File: src/rtl/floo_vc_pkg.sv
// Shared definitions for the credit-based virtual-channel link (tx and rx ends).
package floo_vc_pkg;

   localparam int DefaultNumVirtChannels = 2;
   localparam int DefaultFifoDepth       = 4;

   // Sticky receive-side error flags.
   typedef struct packed {
      logic overflow;
      logic bad_vc;
   } rx_err_t;

   // Width of a VC identifier; a single-VC link still carries one id bit.
   function automatic int vc_id_width(input int n);
      return (n > 1) ? $clog2(n) : 1;
   endfunction

   // Width of a counter that must hold 0..depth (occupancy or credits).
   function automatic int credit_width(input int depth);
      return $clog2(depth + 1);
   endfunction

endpackage

File: src/rtl/floo_vc_credit_rx_if.sv
// Link-side and router-side signals of the VC credit receiver.
// slave: the receiver; master: whoever drives the link and consumes the VCs.
interface floo_vc_credit_rx_if
   import floo_vc_pkg::*;
#(
   parameter int  NumVirtChannels = DefaultNumVirtChannels,
   parameter type flit_t          = logic
) ();

   localparam int VcIdWidth = vc_id_width(NumVirtChannels);

   logic                       valid_i;
   logic [VcIdWidth-1:0]       vc_id_i;
   flit_t                      data_i;
   logic [NumVirtChannels-1:0] credit_o;
   logic [NumVirtChannels-1:0] valid_o;
   logic [NumVirtChannels-1:0] ready_i;
   flit_t [NumVirtChannels-1:0] data_o;
   logic                       overflow_o;
   logic                       bad_vc_o;

   modport slave (
      input  valid_i, vc_id_i, data_i, ready_i,
      output credit_o, valid_o, data_o, overflow_o, bad_vc_o
   );

   modport master (
      output valid_i, vc_id_i, data_i, ready_i,
      input  credit_o, valid_o, data_o, overflow_o, bad_vc_o
   );

endinterface

File: src/rtl/floo_vc_rx_fifo.sv
// One per-VC receive FIFO. The caller only asserts push when there is room
// (not full, or a pop in the same cycle frees the slot being written).
module floo_vc_rx_fifo
   import floo_vc_pkg::*;
#(
   parameter int  FifoDepth = DefaultFifoDepth,
   parameter type flit_t    = logic
) (
   input  logic                               clk,
   input  logic                               rst,
   input  logic                               push,
   input  logic                               pop,
   input  flit_t                              wdata,
   output flit_t                              data,
   output logic [credit_width(FifoDepth)-1:0] count,
   output logic                               full,
   output logic                               empty
);

   localparam int PtrWidth = $clog2(FifoDepth);
   localparam int CntWidth = credit_width(FifoDepth);

   flit_t               mem [FifoDepth];
   logic [PtrWidth-1:0] wptr;
   logic [PtrWidth-1:0] rptr;
   logic [CntWidth-1:0] cnt;

   // Pointers wrap at FifoDepth, which need not be a power of two.
   function automatic logic [PtrWidth-1:0] ptr_inc(input logic [PtrWidth-1:0] p);
      return (p == PtrWidth'(FifoDepth - 1)) ? '0 : p + PtrWidth'(1);
   endfunction

   // Pointer and occupancy bookkeeping; push+pop together keeps the count.
   always_ff @(posedge clk or posedge rst) begin
      if (rst) begin
         wptr <= '0;
         rptr <= '0;
         cnt  <= '0;
      end else begin
         if (push) wptr <= ptr_inc(wptr);
         if (pop)  rptr <= ptr_inc(rptr);
         case ({push, pop})
            2'b10:   cnt <= cnt + CntWidth'(1);
            2'b01:   cnt <= cnt - CntWidth'(1);
            default: ;
         endcase
      end
   end

   // Storage is cleared on reset so the head output reads zero afterwards.
   always_ff @(posedge clk or posedge rst) begin
      if (rst) begin
         for (int i = 0; i < FifoDepth; i++) mem[i] <= '0;
      end else if (push) begin
         mem[wptr] <= wdata;
      end
   end

   assign data  = mem[rptr];
   assign count = cnt;
   assign full  = (cnt == CntWidth'(FifoDepth));
   assign empty = (cnt == '0);

endmodule

File: src/rtl/floo_vc_credit_rx.sv
// Receive end of a credit-based VC link: steers incoming flits into per-VC
// FIFOs, presents each FIFO head downstream and returns one credit per pop.
module floo_vc_credit_rx
   import floo_vc_pkg::*;
#(
   parameter int  NumVirtChannels = DefaultNumVirtChannels,
   parameter int  FifoDepth       = DefaultFifoDepth,
   parameter type flit_t          = logic
) (
   input logic                clk_i,
   input logic                rst_i,
   floo_vc_credit_rx_if.slave bus
);

   localparam int VcIdWidth = vc_id_width(NumVirtChannels);
   localparam int CntWidth  = credit_width(FifoDepth);

   logic                        vc_legal;
   logic [NumVirtChannels-1:0]  push_req;
   logic [NumVirtChannels-1:0]  push_ok;
   logic [NumVirtChannels-1:0]  pop;
   logic [NumVirtChannels-1:0]  full;
   logic [NumVirtChannels-1:0]  empty;
   logic [NumVirtChannels-1:0]  credit_q;
   logic [CntWidth-1:0]         count [NumVirtChannels];
   flit_t [NumVirtChannels-1:0] head;
   rx_err_t                     err_q;

   // Ids beyond the VC count only exist when the count is not a power of two.
   if (NumVirtChannels == 1) begin : g_single
      assign vc_legal = 1'b1;
   end else begin : g_multi
      assign vc_legal = (int'(bus.vc_id_i) < NumVirtChannels);
   end

   for (genvar v = 0; v < NumVirtChannels; v++) begin : g_vc
      localparam logic [VcIdWidth-1:0] VcIdx = VcIdWidth'(v);

      assign push_req[v] = bus.valid_i & vc_legal
                         & ((NumVirtChannels == 1) | (bus.vc_id_i == VcIdx));
      assign pop[v]      = ~empty[v] & bus.ready_i[v];
      // A full FIFO still takes a flit when its head leaves in the same cycle.
      assign push_ok[v]  = push_req[v] & (~full[v] | pop[v]);

      floo_vc_rx_fifo #(
         .FifoDepth (FifoDepth),
         .flit_t    (flit_t)
      ) i_fifo (
         .clk   (clk_i),
         .rst   (rst_i),
         .push  (push_ok[v]),
         .pop   (pop[v]),
         .wdata (bus.data_i),
         .data  (head[v]),
         .count (count[v]),
         .full  (full[v]),
         .empty (empty[v])
      );

      assign bus.valid_o[v] = ~empty[v];

      a_full_matches_count : assert property (@(posedge clk_i) disable iff (rst_i)
         full[v] == (count[v] == CntWidth'(FifoDepth)));
   end

   // One registered credit pulse per handshake, one cycle later.
   always_ff @(posedge clk_i or posedge rst_i) begin
      if (rst_i) credit_q <= '0;
      else       credit_q <= pop;
   end

   // Sticky error flags, cleared only by reset.
   always_ff @(posedge clk_i or posedge rst_i) begin
      if (rst_i) begin
         err_q <= '0;
      end else begin
         if (|(push_req & ~push_ok))    err_q.overflow <= 1'b1;
         if (bus.valid_i & ~vc_legal)   err_q.bad_vc   <= 1'b1;
      end
   end

   assign bus.credit_o   = credit_q;
   assign bus.data_o     = head;
   assign bus.overflow_o = err_q.overflow;
   assign bus.bad_vc_o   = err_q.bad_vc;

endmodule

File: src/flat_wrapper.sv
// flat-port wrapper written by rule: the top's interface ports become plain ports
module floo_vc_credit_rx_flat import floo_vc_pkg::*;
#(
   parameter int  NumVirtChannels = DefaultNumVirtChannels,
   parameter int  FifoDepth       = DefaultFifoDepth,
   parameter type flit_t          = logic
)
  (clk_i, rst_i, bus_valid_i, bus_vc_id_i, bus_data_i, bus_ready_i, bus_credit_o, bus_valid_o, bus_data_o, bus_overflow_o, bus_bad_vc_o);
  floo_vc_credit_rx_if #(.NumVirtChannels(NumVirtChannels), .flit_t(flit_t)) bus_i ();
  input logic clk_i;
  input logic rst_i;
  input wire logic [$bits(bus_i.valid_i)-1:0] bus_valid_i;
  input wire logic [$bits(bus_i.vc_id_i)-1:0] bus_vc_id_i;
  input wire logic [$bits(bus_i.data_i)-1:0] bus_data_i;
  input wire logic [$bits(bus_i.ready_i)-1:0] bus_ready_i;
  output wire logic [$bits(bus_i.credit_o)-1:0] bus_credit_o;
  output wire logic [$bits(bus_i.valid_o)-1:0] bus_valid_o;
  output wire logic [$bits(bus_i.data_o)-1:0] bus_data_o;
  output wire logic [$bits(bus_i.overflow_o)-1:0] bus_overflow_o;
  output wire logic [$bits(bus_i.bad_vc_o)-1:0] bus_bad_vc_o;
  assign bus_i.valid_i = bus_valid_i;
  assign bus_i.vc_id_i = bus_vc_id_i;
  assign bus_i.data_i = bus_data_i;
  assign bus_i.ready_i = bus_ready_i;
  assign bus_credit_o = bus_i.credit_o;
  assign bus_valid_o = bus_i.valid_o;
  assign bus_data_o = bus_i.data_o;
  assign bus_overflow_o = bus_i.overflow_o;
  assign bus_bad_vc_o = bus_i.bad_vc_o;
  floo_vc_credit_rx #(.NumVirtChannels(NumVirtChannels), .FifoDepth(FifoDepth), .flit_t(flit_t)) u_core (.clk_i(clk_i), .rst_i(rst_i), .bus(bus_i));
endmodule
File: config.mk
export PLATFORM = sky130hd
export DESIGN_NAME = floo_vc_credit_rx_flat
export DESIGN_NICKNAME = d
export VERILOG_FILES = /design/src/rtl/floo_vc_pkg.sv /design/src/rtl/floo_vc_credit_rx_if.sv /design/src/rtl/floo_vc_rx_fifo.sv /design/src/rtl/floo_vc_credit_rx.sv /design/src/flat_wrapper.sv
export SDC_FILE = /design/constraint.sdc
export NUM_CORES = 1
export LEC_CHECK = 0
export CAP_MARGIN = 20
export CORE_ASPECT_RATIO = 0.6
export CORE_MARGIN = 1
export CORE_UTILIZATION = 35
export CTS_CLUSTER_DIAMETER = 80
export CTS_CLUSTER_SIZE = 28
export DETAILED_ROUTE_END_ITERATION = 12
export GPL_TIMING_DRIVEN = 0
export RECOVER_POWER = 100
export SYNTH_ARGS = -nofsm -noshare
export SYNTH_HDL_FRONTEND = slang
export SYNTH_SLANG_ARGS = --single-unit
File: constraint.sdc
create_clock -name clk_i -period 7.4 [get_ports clk_i]
set_input_delay 1.11 -clock clk_i [delete_from_list [all_inputs] [get_ports clk_i]]
set_output_delay 1.11 -clock clk_i [all_outputs]
set_load 0.05 [all_outputs]
## Word level (Yosys, flattened, before mapping)

Cells that the tools add are included.

| storage, ports and cells | value |
|---|---|
| flip-flop bits (word level) | 25 |
| bits of input ports | 7 |
| output and inout port bits | 8 |

| operators by class | value |
|---|---|
| add/subtract/negate cells | 8 |
| order comparisons | 6 |
| equal/unequal tests | 10 |
| multiplexer cells | 18 |
| bitwise operators | 19 |
| reduce and logical (&&, ||, !) cells | 7 |

Operators by type and width:

| cell | number |
|---|---|
| $eq 2x2->1 const B | 6 |
| $ge 3x3->1 const B | 4 |
| $not 2->3 | 4 |
| $pmux 3 s2 | 2 |
| $add 2x1->2 const B | 4 |
| $bwmux 4 | 2 |
| $mux 2 | 4 |
| $add 3x1->3 const B | 2 |
| $and 1x1->1 | 6 |
| $eq 3x3->1 const B | 2 |
| $logic_not 3->1 | 2 |
| $lt 3x1->1 const B | 2 |
| $mux 1 | 6 |
| $sub 3x1->3 const B | 2 |
| $not 1->1 | 5 |
| $bmux 1 s2 | 2 |
| $demux 1 s2 | 2 |
| $eq 2x1->1 const B | 2 |
| $reduce_bool 2->1 | 2 |
| $and 2x2->2 | 1 |
| $logic_and 1x1->1 | 2 |
| $not 2->2 | 1 |
| $or 1x1->1 | 2 |
| $reduce_or 2->1 | 1 |

## Longest topological paths before layout

Gate-level depths: netlist (run 1).

| logic depth | value |
|---|---|
| depth after elaboration | 8 |
| mapped depth | 10 |

## Modules after synthesis

A second synthesis (run 1) with hierarchy kept.

| second synthesis, totals | value |
|---|---|
| cell total of the unflattened synthesis | 116 |
| area, all modules | 1327.5 um^2 |

Modules (own cells, without submodules):

| module | times used | cells an instance | area an instance (um^2) | seq. area each (um^2) |
|---|---|---|---|---|
| floo_vc_rx_fifo | 2 | 48 | 576.8 | 275.3 |
| floo_vc_credit_rx | 1 | 20 | 173.9 | 75.1 |

## Worst setup path before layout (run 1)

Ideal clock, no wire load.

| timing | value |
|---|---|
| path type | input to register |
| from | in bus_ready_i[1] |
| to | reg u_core.g_vc[1].i_fifo.cnt[2] |
| setup time | 0.079 ns |
| arrival time | 2.920 ns |
| path slack | 4.401 ns |
| cell stages on the path | 10 |
| path buffers | 1 |
| path through | or4b_1 > and3_1 > buf_6 > inv_1 > ha_1 > inv_1 > fa_1 > xor2_1 > nor2_1 > xor2_1 |

| between the ends | value |
|---|---|
| longest elaborated chain between the ends | 5 |

Ends and longest elaborated chain:

| element | line | RTL |
|---|---|---|
| start: declaration | flat_wrapper.sv:15 | `input wire logic [$bits(bus_i.ready_i)-1:0] bus_ready_i;` |
| $and 1x1->1 (*) | floo_vc_credit_rx.sv:41 | `assign pop[v] = ~empty[v] & bus.ready_i[v];` |
| $or 1x1->1 | floo_vc_credit_rx.sv:43 | `assign push_ok[v] = push_req[v] & (~full[v] \| pop[v]);` |
| $and 1x1->1 | floo_vc_credit_rx.sv:43 |  |
| $eq 2x1->1 or $eq 2x2->1 (tied branches) | floo_vc_rx_fifo.sv:42 | `case ({push, pop})` |
| $pmux 3 s2 or $reduce_bool 2->1 (tied branches) | -- |  |
| end signal: assignment | floo_vc_rx_fifo.sv:43 | `2'b10: cnt <= cnt + CntWidth'(1);` |
| end signal: assignment | floo_vc_rx_fifo.sv:44 | `2'b01: cnt <= cnt - CntWidth'(1);` |
| end: declaration | floo_vc_rx_fifo.sv:26 | `logic [CntWidth-1:0] cnt;` |

Mark *: on every way between the ends. The rest lies on a longest branch, timed or not.
A chain may end at the register's enable or synchronous reset.

## Final worst setup path (run 1)

Ends and elaborated chain as after synthesis.

==> results of run 1 <==
==> cells in the mapped netlist (all sizes together) <==
master and instances:
o21ai 4, xnor2 4, and3 2, or3 2, a31oi 1, nor2 4, or4b 2, a21oi 2
mux4 2, xor2 2, fa 2, inv 15, ha 11, dfrtp 25, mux2i 2, conb 1
nand2b 1, nor3 2, buf 6, a21o 3, a21boi 1, nor2b 1, o221ai 2, mux2 9
nand2 21
==> through the flow <==
stage / hold WS (ns) / instance area (sq um) / setup slack, ns
floorplan: 0.448 / 1430 / 4.40
global placement: 0.438 / 1620 / 3.89
detailed placement: 0.452 / 1620 / 3.84
CTS: 0.473 / 1660 / 4.14
global route: 0.500 / 1640 / 3.71
finish: 0.459 / 1640 / 3.87
==> kinds of logic after synthesis <==
kind of cell | after synthesis | synth area share
simple gates | 35 | 0.134
other cells | 1 | 0.00262
fa+ha+maj | 13 | 0.124
compound gates | 13 | 0.0692
mux | 13 | 0.116
buf+inv | 21 | 0.0788
xor+xnor | 6 | 0.0368
flops | 25 | 0.438
==> sequential cells by signal, summed over array words and instances, names as in the netlist <==
signal and flops:
u_core.bus.overflow_o 1, u_core.g_vc.i_fifo.wptr 4, u_core.g_vc.i_fifo.count 6, u_core.g_vc.i_fifo.mem 8, u_core.g_vc.i_fifo.rptr 4, u_core.bus.credit_o 2
==> worst reg2reg max path, cell delays in order (launching register included) <==
cell	delay [ns]
dfrtp_1	0.42
or4b_1	0.56
and3_1	0.21
clkbuf_1	0.23
inv_1	0.11
ha_1	0.18
inv_1	0.06
fa_1	0.37
xor2_1	0.15
nor2_1	0.12
xor2_1	0.15
==> final timing paths <==
check                                                 endpoint
worst max-delay path            u_core.g_vc[1].i_fifo.count[2]
worst min-delay path                     u_core.bus.overflow_o
worst max register to register  u_core.g_vc[1].i_fifo.count[2]
worst min register to register           u_core.bus.overflow_o
max in group asynchronous         u_core.g_vc[1].i_fifo.mem[1]
min in group asynchronous       u_core.g_vc[0].i_fifo.count[2]
==> layer usage <==
metal,up-vias,part of all wire,global-route usage
met4,0,0.0052,0.0254
met1,440,0.50,0.162
li1,453,-,-
met3,2,0.038,0.0429
met5,-,0,0
met2,11,0.46,0.233
==> final cells by class <==
cell class	instances	area, sq um
clock buffer	3	41.3
clock inverter	1	5.00
fill	369	2150
inverter	15	56.3
sequential	25	626
timing repair buffer	14	134
multi-input combinational	81	676
tap	47	58.8
buffer	6	41.3
==> where the power goes <==
part,internal (mW),switching [mW]
Clock,0.0376,0.0426
Sequential,0.204,0.0538
Combinational,0.155,0.192
==> layout by cell type (no fill, tap or decap), drive strengths merged, types with 3 or more instances in the layout <==
master / count
a21o: 3
buf: 4
clkbuf: 6
dfrtp: 25
dlygate4sd3: 11
ha: 11
inv: 15
mux2: 9
nand2: 21
nor2: 4
o21ai: 4
xnor2: 4
==> results list, run 1 <==
- The run finished, with violations left.
- Failing checks: design-rule violations
* Max stage delay on crit path: 0.55 ns
* CP delay by family, top: buffers and inverters
- Walking the worst path, the cells encountered are dlygate4sd3_1 -> or4b_1 -> and3_1 -> clkbuf_1 -> inv_1 -> ha_1 -> inv_1 -> fa_1 -> xor2_1 -> nor2_1 -> xor2_1.
* Maximum clock skew at final layout: between 0.001 and 0.0015 ns
* DRT Wirelength: between 2000 and 2500 microns
- Hold path start: u_core.bus.overflow_o
- Via count of the first global-routing pass: ~940
- Gr usage total: 0.132
* Setup Fix Bufs, Post-CTS: 0
* Reg-to-Reg Start: u_core.g_vc[1].i_fifo.count[0]
* Start point of the critical path: bus_ready_i[1]
* Final number of max-transition violations: 0
- Each instance of the synthesized netlist takes up on average around 11 sq um.
* Worst slew pin tran: between 1 and 1.5 ns
- Final hold violations: 0
* Overall overflow remaining after global route: 0
- The initial antenna violation count was 0.
* Vias per cell: between 4 and 5
- Syn-to-layout area delta: 14.6%
- Number of top-level pins: 15
- STA puts the critical path data required time at roughly 7.6 ns.
- In this run, post-CTS repair resized a total of 0 instances.
- Routed via count: 906
* Proportion of synthesized chip area in sequential cells: 0.438
- NumNets Final: roughly 170
* Clock latency reported for the late side of the worst-skew pair: about 0.26 ns
* Layout cell share with drive strength beyond 1: 0.145
* Routed Antenna Nets: 0
- Clock-pin slew was measured on the worst setup and hold paths at around 0.08 ns.
* Chip height: 51.5 microns
- WP depth: 11
* Number of flip-flops and latches in the synthesized netlist: 25
- Area of the die: ~4400 sq um
- Arrival @ worst endpoint: 3.73 ns
- Worst reg-to-reg path cell count: 10
- Worst ir drop on vdd: ~0.14 mV
- TritonCTS built the clock tree.
- The tool flagged a number of max-cap violations equal to 0.
* Hold-fix buffers at CTS: 0
* Startpoint Class: primary input
- Total iterations of the first detailed-routing run: 10
* DRC errors left: 2
- Derived from the worst setup path, the maximum achievable clock frequency is 283 MHz.
* Warning count from the yosys run: 0
- Total instance count after detailed placement: 187
- By startpoint and endpoint, the worst setup path is classified as primary input to flop.
* RSZ-0062 raised after global routing: no
- CTS built an H-tree with a depth of 1.
- In the final timing run, aggregate negative setup slack is 0 ns.
- Maximum fanout along the worst path: 9
- Placer congestion estimate: 0.779
- Power density of the placed cells: 418 nW/um^2
* Final core utilization: 0.433
* Number of clock sinks seen by CTS: 25
* Area fraction of the dominant cell type after synthesis: 0.438
- Max-Slew Margin vs Limit: 0.237
- Number of cells on the worst hold path: 1
- Together, buffers and inverters on the worst path number 4.
- Worst min-delay path class: flop to flop
- The slowest stage of the critical path is the dlygate4sd3_1 cell.
- Iter 0 DRT Violations: 14
- Starting density of the core: 0.377
- In this run the static leakage power is roughly 0.77 nW.
* Post-route minimum period: ~3.5 ns
* Width of the chip: ~84 microns
- Counting along the longest clock path gives a buffer depth of 2.
* Placed wire-length estimate after detailed placement: between 1500 and 2000 microns
* Clock root buffer: clkbuf_8
- Netlist area before placement: 1430 sq um
- Across all register-to-register paths, the minimum setup slack is ~4.8 ns.
- Wire per inst: 13.0 microns
- STA classifies the critical path endpoint as a flop.
- Number of buffers inserted by port buffering: 13
* Post-synthesis instance total: around 130
- Top area cells in the synthesized netlist: dfrtp_1, ha_1, nand2_1, mux2_2, inv_1
* Clock buffers created by TritonCTS: 3
* Synthesized net count: around 150
* Setup Viol. Count Final: 0
- Counting distinct cell types in the post-synthesis netlist gives 31.
* Post-route fraction of the period consumed by the critical path: 0.477
- Entering global routing, the biggest net connects 26 pins.
- The design draws about 0.68 mW.
* Number of cell rows: 17
* Post-Layout Cell Count: between 150 and 200
* Antenna fix cells: 0
- The first global-routing pass estimated approximately 4400 microns of wire.
- The region available for standard cell placement spans between 3000 and 4000 sq um.
- The synthesized design spends more area on one cell type than any other, namely dfrtp_1.
No activity file was read; power rests on OpenSTA's default activity.
==> inputs of run 2 (changes only) <==
clock period = 3.1 ns   (was 7.4 ns; I/O delays follow)
==> run 2 against run 1 <==
Against the previous run:
- first-iteration DRC count did not move
- count of clock-buffer cells in the layout did not move
- critical path depth did not move
- critical path type unchanged
- final cell count did not move
- global-route usage did not move
- sequential share of layout area rose by 0.12 points
- largest power group unchanged
- non-clock buffer count did not move
- the flow still finishes with violations (design-rule violations)
- critical endpoint unchanged
- power rose by 140%
- highest routed layer unchanged
- design area fell by 0.31%
- die area did not move
- hold slack did not move
- sequential power rose by 140%
==> results list, run 2 (synthesis results as in run 1) <==
- The flow ran to the end, but the final reports show violations.
* Failing checks: design-rule violations
- Max stage delay on crit path: approximately 0.50 ns
- NumNets Final: about 170
- Of the total power, combinational logic draws 0.506.
* Portion of total power attributed to sequential cells: 0.377
* Setup Fix Bufs, Post-CTS: 0
* Iter 0 DRT Violations: 14
* Arrival @ worst endpoint: 2.95 ns
* Clk pwr share: 0.118
* Chip height: 51.5 microns
- The worst hold path terminates at u_core.bus.overflow_o.
- Syn-to-layout area delta: 14.3%
* Worst path bufs/invs: 4
- The number of hold buffers added after CTS was 0.
- The worst register-to-register path has a depth of 10.
* R2R Path End: u_core.g_vc[1].i_fifo.count[2]
* Via count of the first global-routing pass: 944
- Setup violations remaining at the end of the flow were counted as 0.
- CP delay by family, top: simple AND/OR/NAND/NOR gates
- Number of top-level pins: 15
- For this configuration, the core starts out at a cell density of 0.377.
- WHS: 0.459 ns
- Reg-to-Reg Start: u_core.g_vc[1].i_fifo.count[0]
- Number of cells on the worst hold path: 1
- Entering global routing, the biggest net connects 26 pins.
- Routed via count: 906
- u_core.g_vc.i_fifo.mem holds more flip-flops than any other register.
- Total instance count after detailed placement: 187
- The clock drives 25 sinks.
- Crit path max-delay cell type: or4b_1
- The tree is rooted in a clkbuf_8.
- Routability-driven placement finished with a final weighted congestion of about 0.78.
- Switching Share: 0.421
- Power spread over the standard cell area amounts to 997 nW/um^2.
- The first global-routing pass estimated about 4400 microns of wire.
* Final number of max-transition violations: 0
* Maximum fanout along the worst path: 9
- Placed wire-length estimate after detailed placement: 1870 microns
- The setup check on the worst reg-to-reg path leaves a slack of between 0.4 and 0.5 ns.
* Routed Antenna Nets: 0
- Hold path start: u_core.bus.overflow_o
- In the routed design, unresolved DRC markers number 2.
- Total iterations of the first detailed-routing run: 10
* Final hold violations: 0
- The initialized floorplan defines 17 standard-cell rows.
- Post-route minimum period: 2.75 ns
* Kind of end point of the critical path: flop
* Number of gates given a new drive strength after cts: 0
- The core region is roughly 3800 sq um.
- For this run the aggregate overflow at the end of global routing stands at 0.
- Summing all non-filler instances in the final layout gives an area of 1630 sq um.
* Antenna violations before repair: 0
- Worst min-delay path class: flop to flop
- Area of the die: around 4400 sq um
* TritonCTS clock tree: done
* Layout cell share with drive strength beyond 1: 0.138
* Total net switching power: between 0.6 and 0.7 mW
- Worst slew pin tran: around 1.1 ns
* CP required: between 3 and 4 ns
* Wire per inst: about 13 microns
- For this design the static power due to leakage is between 0.7 and 0.8 nW.
- The worst pin sits at a relative slew slack of 0.237.
* Bufs on Longest Clock Path: 2
- Final core utilization: 0.431
- Clock transition at path regs: 0.08 ns
- Excluding fillers, the count of instances in the completed layout stands at between 150 and 200.
* Final TNS setup: 0 ns
- RSZ-0062 raised after global routing: no
* Antenna fix cells: 0
* Peak Freq: approximately 360 MHz
* Number of buffers inserted by port buffering: 13
* Maximum clock skew at final layout: ~0.0013 ns
- Leading cell type in the layout, fill and taps excluded: dfrtp_1
- The critical path in this run is classified as primary input to flop.
* Post-route fraction of the period consumed by the critical path: 0.888
- H-Tree Depth: 1
- Clock latency on the worst-skew pair, taken at its later pin, is 0.26 ns.
- Worst ir drop on vdd: approximately 0.35 mV
- Number of max-cap violations: 0
- Max reg flops: 8
- Vias per cell: ~4.7
* Width of the chip: 84.5 microns
- Cell area after placement: around 1600 sq um
* DRT Wirelength: 2500 microns
- The top cell types in the final layout, fill and taps aside, are dfrtp_1, nand2_1, inv_1, ha_1, dlygate4sd3_1.
- For this run, the total global-route usage over all layers was measured as 0.132.
* Startpoint Class: primary input
- Clock buffers created by TritonCTS: 3
- Traced cell by cell, the critical path runs through clkdlybuf4s50_1 -> or4b_1 -> and3_1 -> clkbuf_1 -> inv_1 -> ha_1 -> inv_1 -> fa_1 -> xor2_1 -> nor2_1 -> xor2_1.
- The internal power of the cells totals approximately 0.94 mW.
[run 2: cell types whose count changed in the layout (fill, tap and decap cells not counted)]
cell	previous run	this run
clkdlybuf4s50_1	2	3
dlygate4sd3_1	11	10
or3_1	1	2
or3_4	1	0
[run 2: area by class of cell]
type                            instances  area [sq um]
Tap cell                               47          58.8
Inverter                               15          56.3
Multi-Input combinational cell         81           671
Clock inverter                          1          5.00
Buffer                                  6          41.3
Timing Repair Buffer                   14           134
Sequential cell                        25           626
Fill cell                             370          2150
Clock buffer                            3          41.3
[run 2: worst reg2reg max path: stages, from the launching register on]
cell	delay [ns]
dfrtp_1	0.42
or4b_1	0.56
and3_1	0.21
clkbuf_1	0.23
inv_1	0.11
ha_1	0.18
inv_1	0.06
fa_1	0.37
xor2_1	0.15
nor2_1	0.12
xor2_1	0.15
[run 2: routing by layer]
layer / routed length [microns] / global-route usage / part of all wire
met5: 0 / 0 / 0
met4: 13 / 0.0254 / 0.0052
met3: 94 / 0.0429 / 0.038
met2: 1140 / 0.233 / 0.46
met1: 1250 / 0.162 / 0.50
[run 2: worst max-delay path by stage]
stage | startpoint | end | cells past startpoint
floorplan | bus_ready_i[1] | u_core.g_vc[1].i_fifo.count[2] | 10
global placement | bus_ready_i[1] | u_core.g_vc[1].i_fifo.count[2] | 11
detailed placement | bus_ready_i[1] | u_core.g_vc[1].i_fifo.count[2] | 11
CTS | bus_ready_i[1] | u_core.g_vc[1].i_fifo.count[2] | 11
global route | bus_ready_i[1] | u_core.g_vc[1].i_fifo.count[2] | 11
finish | bus_ready_i[1] | u_core.g_vc[1].i_fifo.count[2] | 11
[run 2: power by group through the flow]
stage / sequential (mW) / clock (mW) / combinational (mW)
3_5_place_dp: 0.621 / 0 / 0.873
5_1_grt: 0.639 / 0.221 / 0.925
2_1_floorplan: 0.632 / 0 / 0.631
3_3_place_gp: 0.610 / 0 / 0.830
6_report: 0.613 / 0.192 / 0.824
4_1_cts: 0.616 / 0.202 / 0.874
[run 2: metrics by stage]
stage | setup WS [ns] | total power [mW]
after floorplan | 0.746 | 1.26
after global placement | 0.234 | 1.44
after detailed placement | 0.181 | 1.49
after CTS | 0.487 | 1.69
after global routing | 0.190 | 1.78
final | 0.346 | 1.63
==> inputs of run 3 (changes only) <==
SYNTH_HIERARCHICAL = 1   (was unset)
==> run 3 against run 2 <==
Against the previous run:
- power is 7.4% lower
- the run now ends clean
- via count is 9.7% lower
- highest routed layer unchanged
- worst setup slack gained 0.26 ns
- sequential share of layout area rose by 2.1 points
- core utilization up 1.8 points
==> results list, run 3 <==
* Placer congestion estimate: ~0.73
- The worst-case IR drop observed on VDD is 0.261 mV.
* Count of flip-flops with a built-in enable after synthesis: 0
* Max-Slew Margin vs Limit: 0.602
* Cell area after placement: around 1500 sq um
* Starting density of the core: 0.386
* Fraction of synthesis flops using an asynchronous set or reset pin: 1.00
- Together, buffers and inverters on the worst path number 3.
- Proportion of synthesized chip area in sequential cells: 0.471
- The root buffer cell chosen for the clock tree is clkbuf_8.
- TritonCTS created 3 clock buffers.
- Area of the die: around 4100 sq um
* Clock transition at path regs: 0.09 ns
* Most used routing layer: met2
* Number of cells on the worst hold path: 2
* Number of top-level pins: 15
- Leaving out fill and tap cells, the most frequent cells in the layout are dfrtp_1, inv_1, nand2_1, mux2_2, ha_1.
* RSZ-0062 raised after global routing: no
- The share of total power dissipated in combinational logic is 0.482.
- Syn-to-layout area delta: 16.5%
- Synthesized net count: about 140
- Cell type with the highest aggregate area in the netlist: dfrtp_1
- Netlist area before placement: roughly 1300 sq um
* Switching Share: 0.405
* Maximum fanout along the worst path: 8
- Measured along the y axis, the die boundary spans 49.7 microns.
- The Yosys step of the flow raised 6 warnings.
* Worst slew pin tran: 0.597 ns
- The later pin in the worst-skew pair is clocked with a latency of between 0.2 and 0.3 ns.
* Bufs on Longest Clock Path: 2
- Commonest cells post-synth: dfrtp_1, inv_1, ha_1, mux2_2, nand2_1
- The share of total power dissipated in sequential elements is 0.394.
- Maximum clock skew at final layout: about 0.0090 ns
- Final number of max-transition violations: 0
- After floorplanning, the core was divided into 16 placement rows.
* Number of distinct library cell variants in the gate-level netlist after synthesis: 23
- Worst reg-to-reg path cell count: 10
- NumNets Final: about 160
- CP delay by family, top: buffers and inverters
* Biggest register: u_core/g_vc.i_fifo/mem
- Number of max-cap violations: 0
- The first detailed-routing pass ran for 4 iterations.
* Mean cell area of the mapped netlist: roughly 11 sq um
- Overall overflow remaining after global route: 0
* Peak Freq: roughly 400 MHz
- Setup slack, reg-to-reg: between 0.7 and 0.8 ns
- For hold timing, the worst endpoint is u_core/bus.overflow_o.
- Total instance count after detailed placement: 174
- Antenna violations before repair: 0
* Fill cells: between 300 and 400
* Wire per inst: between 10 and 15 microns
* TritonCTS clock tree: done
- Wire length of the first global-routing pass: approximately 3700 microns
- Once detail routing completed, the nets flagged for antenna violations numbered 0.
- In this run the critical register-to-register path is captured at u_core/g_vc[1].i_fifo/count[2].
- Of the cells placed in the final design, the portion with a size suffix greater than 1 is 0.150.
* Reg-to-Reg Start: u_core/g_vc[1].i_fifo/count[0]
- DRT Wirelength: roughly 2100 microns
- Most repeated library cell on the critical path: xor2_1
* Post-synthesis instance total: 116
* DRC errors left: 0
* Number of buffers inserted by port buffering: 13
- Worst min-delay path class: flop to flop
- Traced cell by cell, the critical path runs through dlygate4sd3_1 -> nand2_1 -> a21oi_1 -> clkinv_1 -> ha_1 -> inv_1 -> fa_1 -> xor2_1 -> nor2_1 -> xor2_1.
* Design area: roughly 1500 sq um
* Number of clock sinks seen by CTS: 25
- CP required: about 3.3 ns
- For this block, the initial DRC count from the detailed router was 32.
- Setup Fix Bufs, Post-CTS: 0
- Routed via count: slightly above 800
* Post-Layout Cell Count: around 180
- Met1 global-route usage: 0.174
- H-Tree Depth: 1
- The share of total power dissipated in the clock network is 0.125.
* Max stage delay on crit path: 0.55 ns
- In this run the power density over the cells is a little under 1000 nW/um^2.
- The worst path in the final design needs a cycle of between 2 and 2.5 ns, including I/O delays and setup.
- The run finished with clean final reports.
- Placed wire-length estimate after detailed placement: 1670 microns
- Vias per cell: roughly 4.6
- Setup violations remaining at the end of the flow were counted as 0.
* Crit path max-delay cell type: dlygate4sd3_1
- Width of the chip: between 80 and 90 microns
- Met3 layer usage reported by global route: 0.0444
* Final hold violations: 0
* Number of flip-flops and latches in the synthesized netlist: 25
- In the global route stage, overall resource usage came out at 0.124.
- In the final timing run, aggregate negative setup slack is 0 ns.
- Via count of the first global-routing pass: 833
- At the end of the flow the core is filled with cells to 0.449.
- Worst Path Class, Setup: primary input to flop
- Arrival @ worst endpoint: roughly 2.7 ns
- For this run, the leading register cell type out of synthesis is dfrtp_1.
- The library cell used most frequently in the layout, excluding fill and tap cells, is dfrtp_1.
* Number of gates given a new drive strength after cts: 0
- The worst setup path is launched from a primary input.
- In the post-synthesis netlist, the biggest area contributors are dfrtp_1, ha_1, mux2_2, inv_1, mux4_2.
- Summed over all nets, the switching power comes to about 0.61 mW.
* Top-count cell post-synth: dfrtp_1
- Standard cell core area: around 3400 sq um
- For met2 alone, demand over resource in global routing was 0.176.
* Leakage power figure: just over 0.7 nW
- STA classifies the critical path endpoint as a flop.
- Hold path start: u_core/bus.overflow_o
- The repair_antennas step left the layout with diodes totalling 0.
- Entering global routing, the biggest net connects 15 pins.
- The internal portion of the total power is between 0.8 and 0.9 mW.
- Area fraction of the dominant cell type after synthesis: 0.471
- In the finished design, the share of the clock period the worst path needs comes to 0.804.
* Hold-fix buffers at CTS: 0
- The register with the most flip-flops in the layout has 8 of them.
-- run 3: how the worst max path moves through the flow --
stage          slack, ns                      startpoint  depth (start not counted)                        endpoint
4_1_cts             0.70   u_core/g_vc[1].i_fifo/rptr[0]                          2                   bus_data_o[1]
6_report            0.61                     bus_vc_id_i                         10  u_core/g_vc[1].i_fifo/count[2]
3_3_place_gp        0.55                  bus_ready_i[1]                         10  u_core/g_vc[1].i_fifo/count[2]
3_5_place_dp        0.49                  bus_ready_i[1]                         10  u_core/g_vc[1].i_fifo/count[2]
5_1_grt             0.42                     bus_vc_id_i                         10  u_core/g_vc[1].i_fifo/count[2]
2_1_floorplan       1.07  u_core/g_vc[1].i_fifo/count[2]                         10  u_core/g_vc[1].i_fifo/count[2]
-- run 3: cells by family (layout without fill, tap and decap cells) --
group / count (synthesis) / after routing / share of synthesized area
and+or+nand+nor: 26 / 26 / 0.0961
DFF: 25 / 25 / 0.471
xor gates and xnor gates: 6 / 6 / 0.0396
buffers and inverters: 21 / 38 / 0.0622
other: 1 / 1 / 0.00282
adders and majority gates: 14 / 14 / 0.143
muxes: 16 / 16 / 0.151
AOI/OAI and AO/OA: 7 / 7 / 0.0339
-- run 3: worst min-delay path, cell delays in order, from the launching register on --
cell and delay (ns):
dfrtp_1 0.36, inv_1 0.05, o221ai_1 0.05
-- run 3: final cells by class --
| type | count | area [sq um] | share of cell area |
|---|---|---|---|
| plain buffers | 1 | 7.51 | 0.00485 |
| clock inverters | 1 | 5.00 | 0.00324 |
| flip-flops and latches | 25 | 626 | 0.405 |
| multi-input cells | 70 | 606 | 0.392 |
| repair buffers | 13 | 130 | 0.0841 |
| clock buffers | 3 | 41.3 | 0.0267 |
| well taps | 45 | 56.3 | 0.0364 |
| inverters | 20 | 75.1 | 0.0485 |
-- run 3: metal layers --
metal  up-vias  share of wire
met4         0         0.0058
met2        14           0.43
li1        403              -
met3         2          0.044
met5         -              0
met1       399           0.52
-- run 3: power by group through the flow --
| stage | registers, mW | clock network [mW] | logic [mW] |
|---|---|---|---|
| finish | 0.594 | 0.188 | 0.726 |
| global route | 0.621 | 0.209 | 0.810 |
| CTS | 0.597 | 0.197 | 0.760 |
| detailed placement | 0.601 | 0 | 0.756 |
| global placement | 0.593 | 0 | 0.725 |
| floorplan | 0.593 | 0 | 0.564 |
-- run 3: metrics by stage --
step	hold slack, ns	total power [mW]	setup slack (ns)
floorplan	0.219	1.16	1.07
global placement	0.452	1.32	0.550
detailed placement	0.467	1.36	0.487
CTS	0.419	1.55	0.703
global route	0.514	1.64	0.419
finish	0.492	1.51	0.608
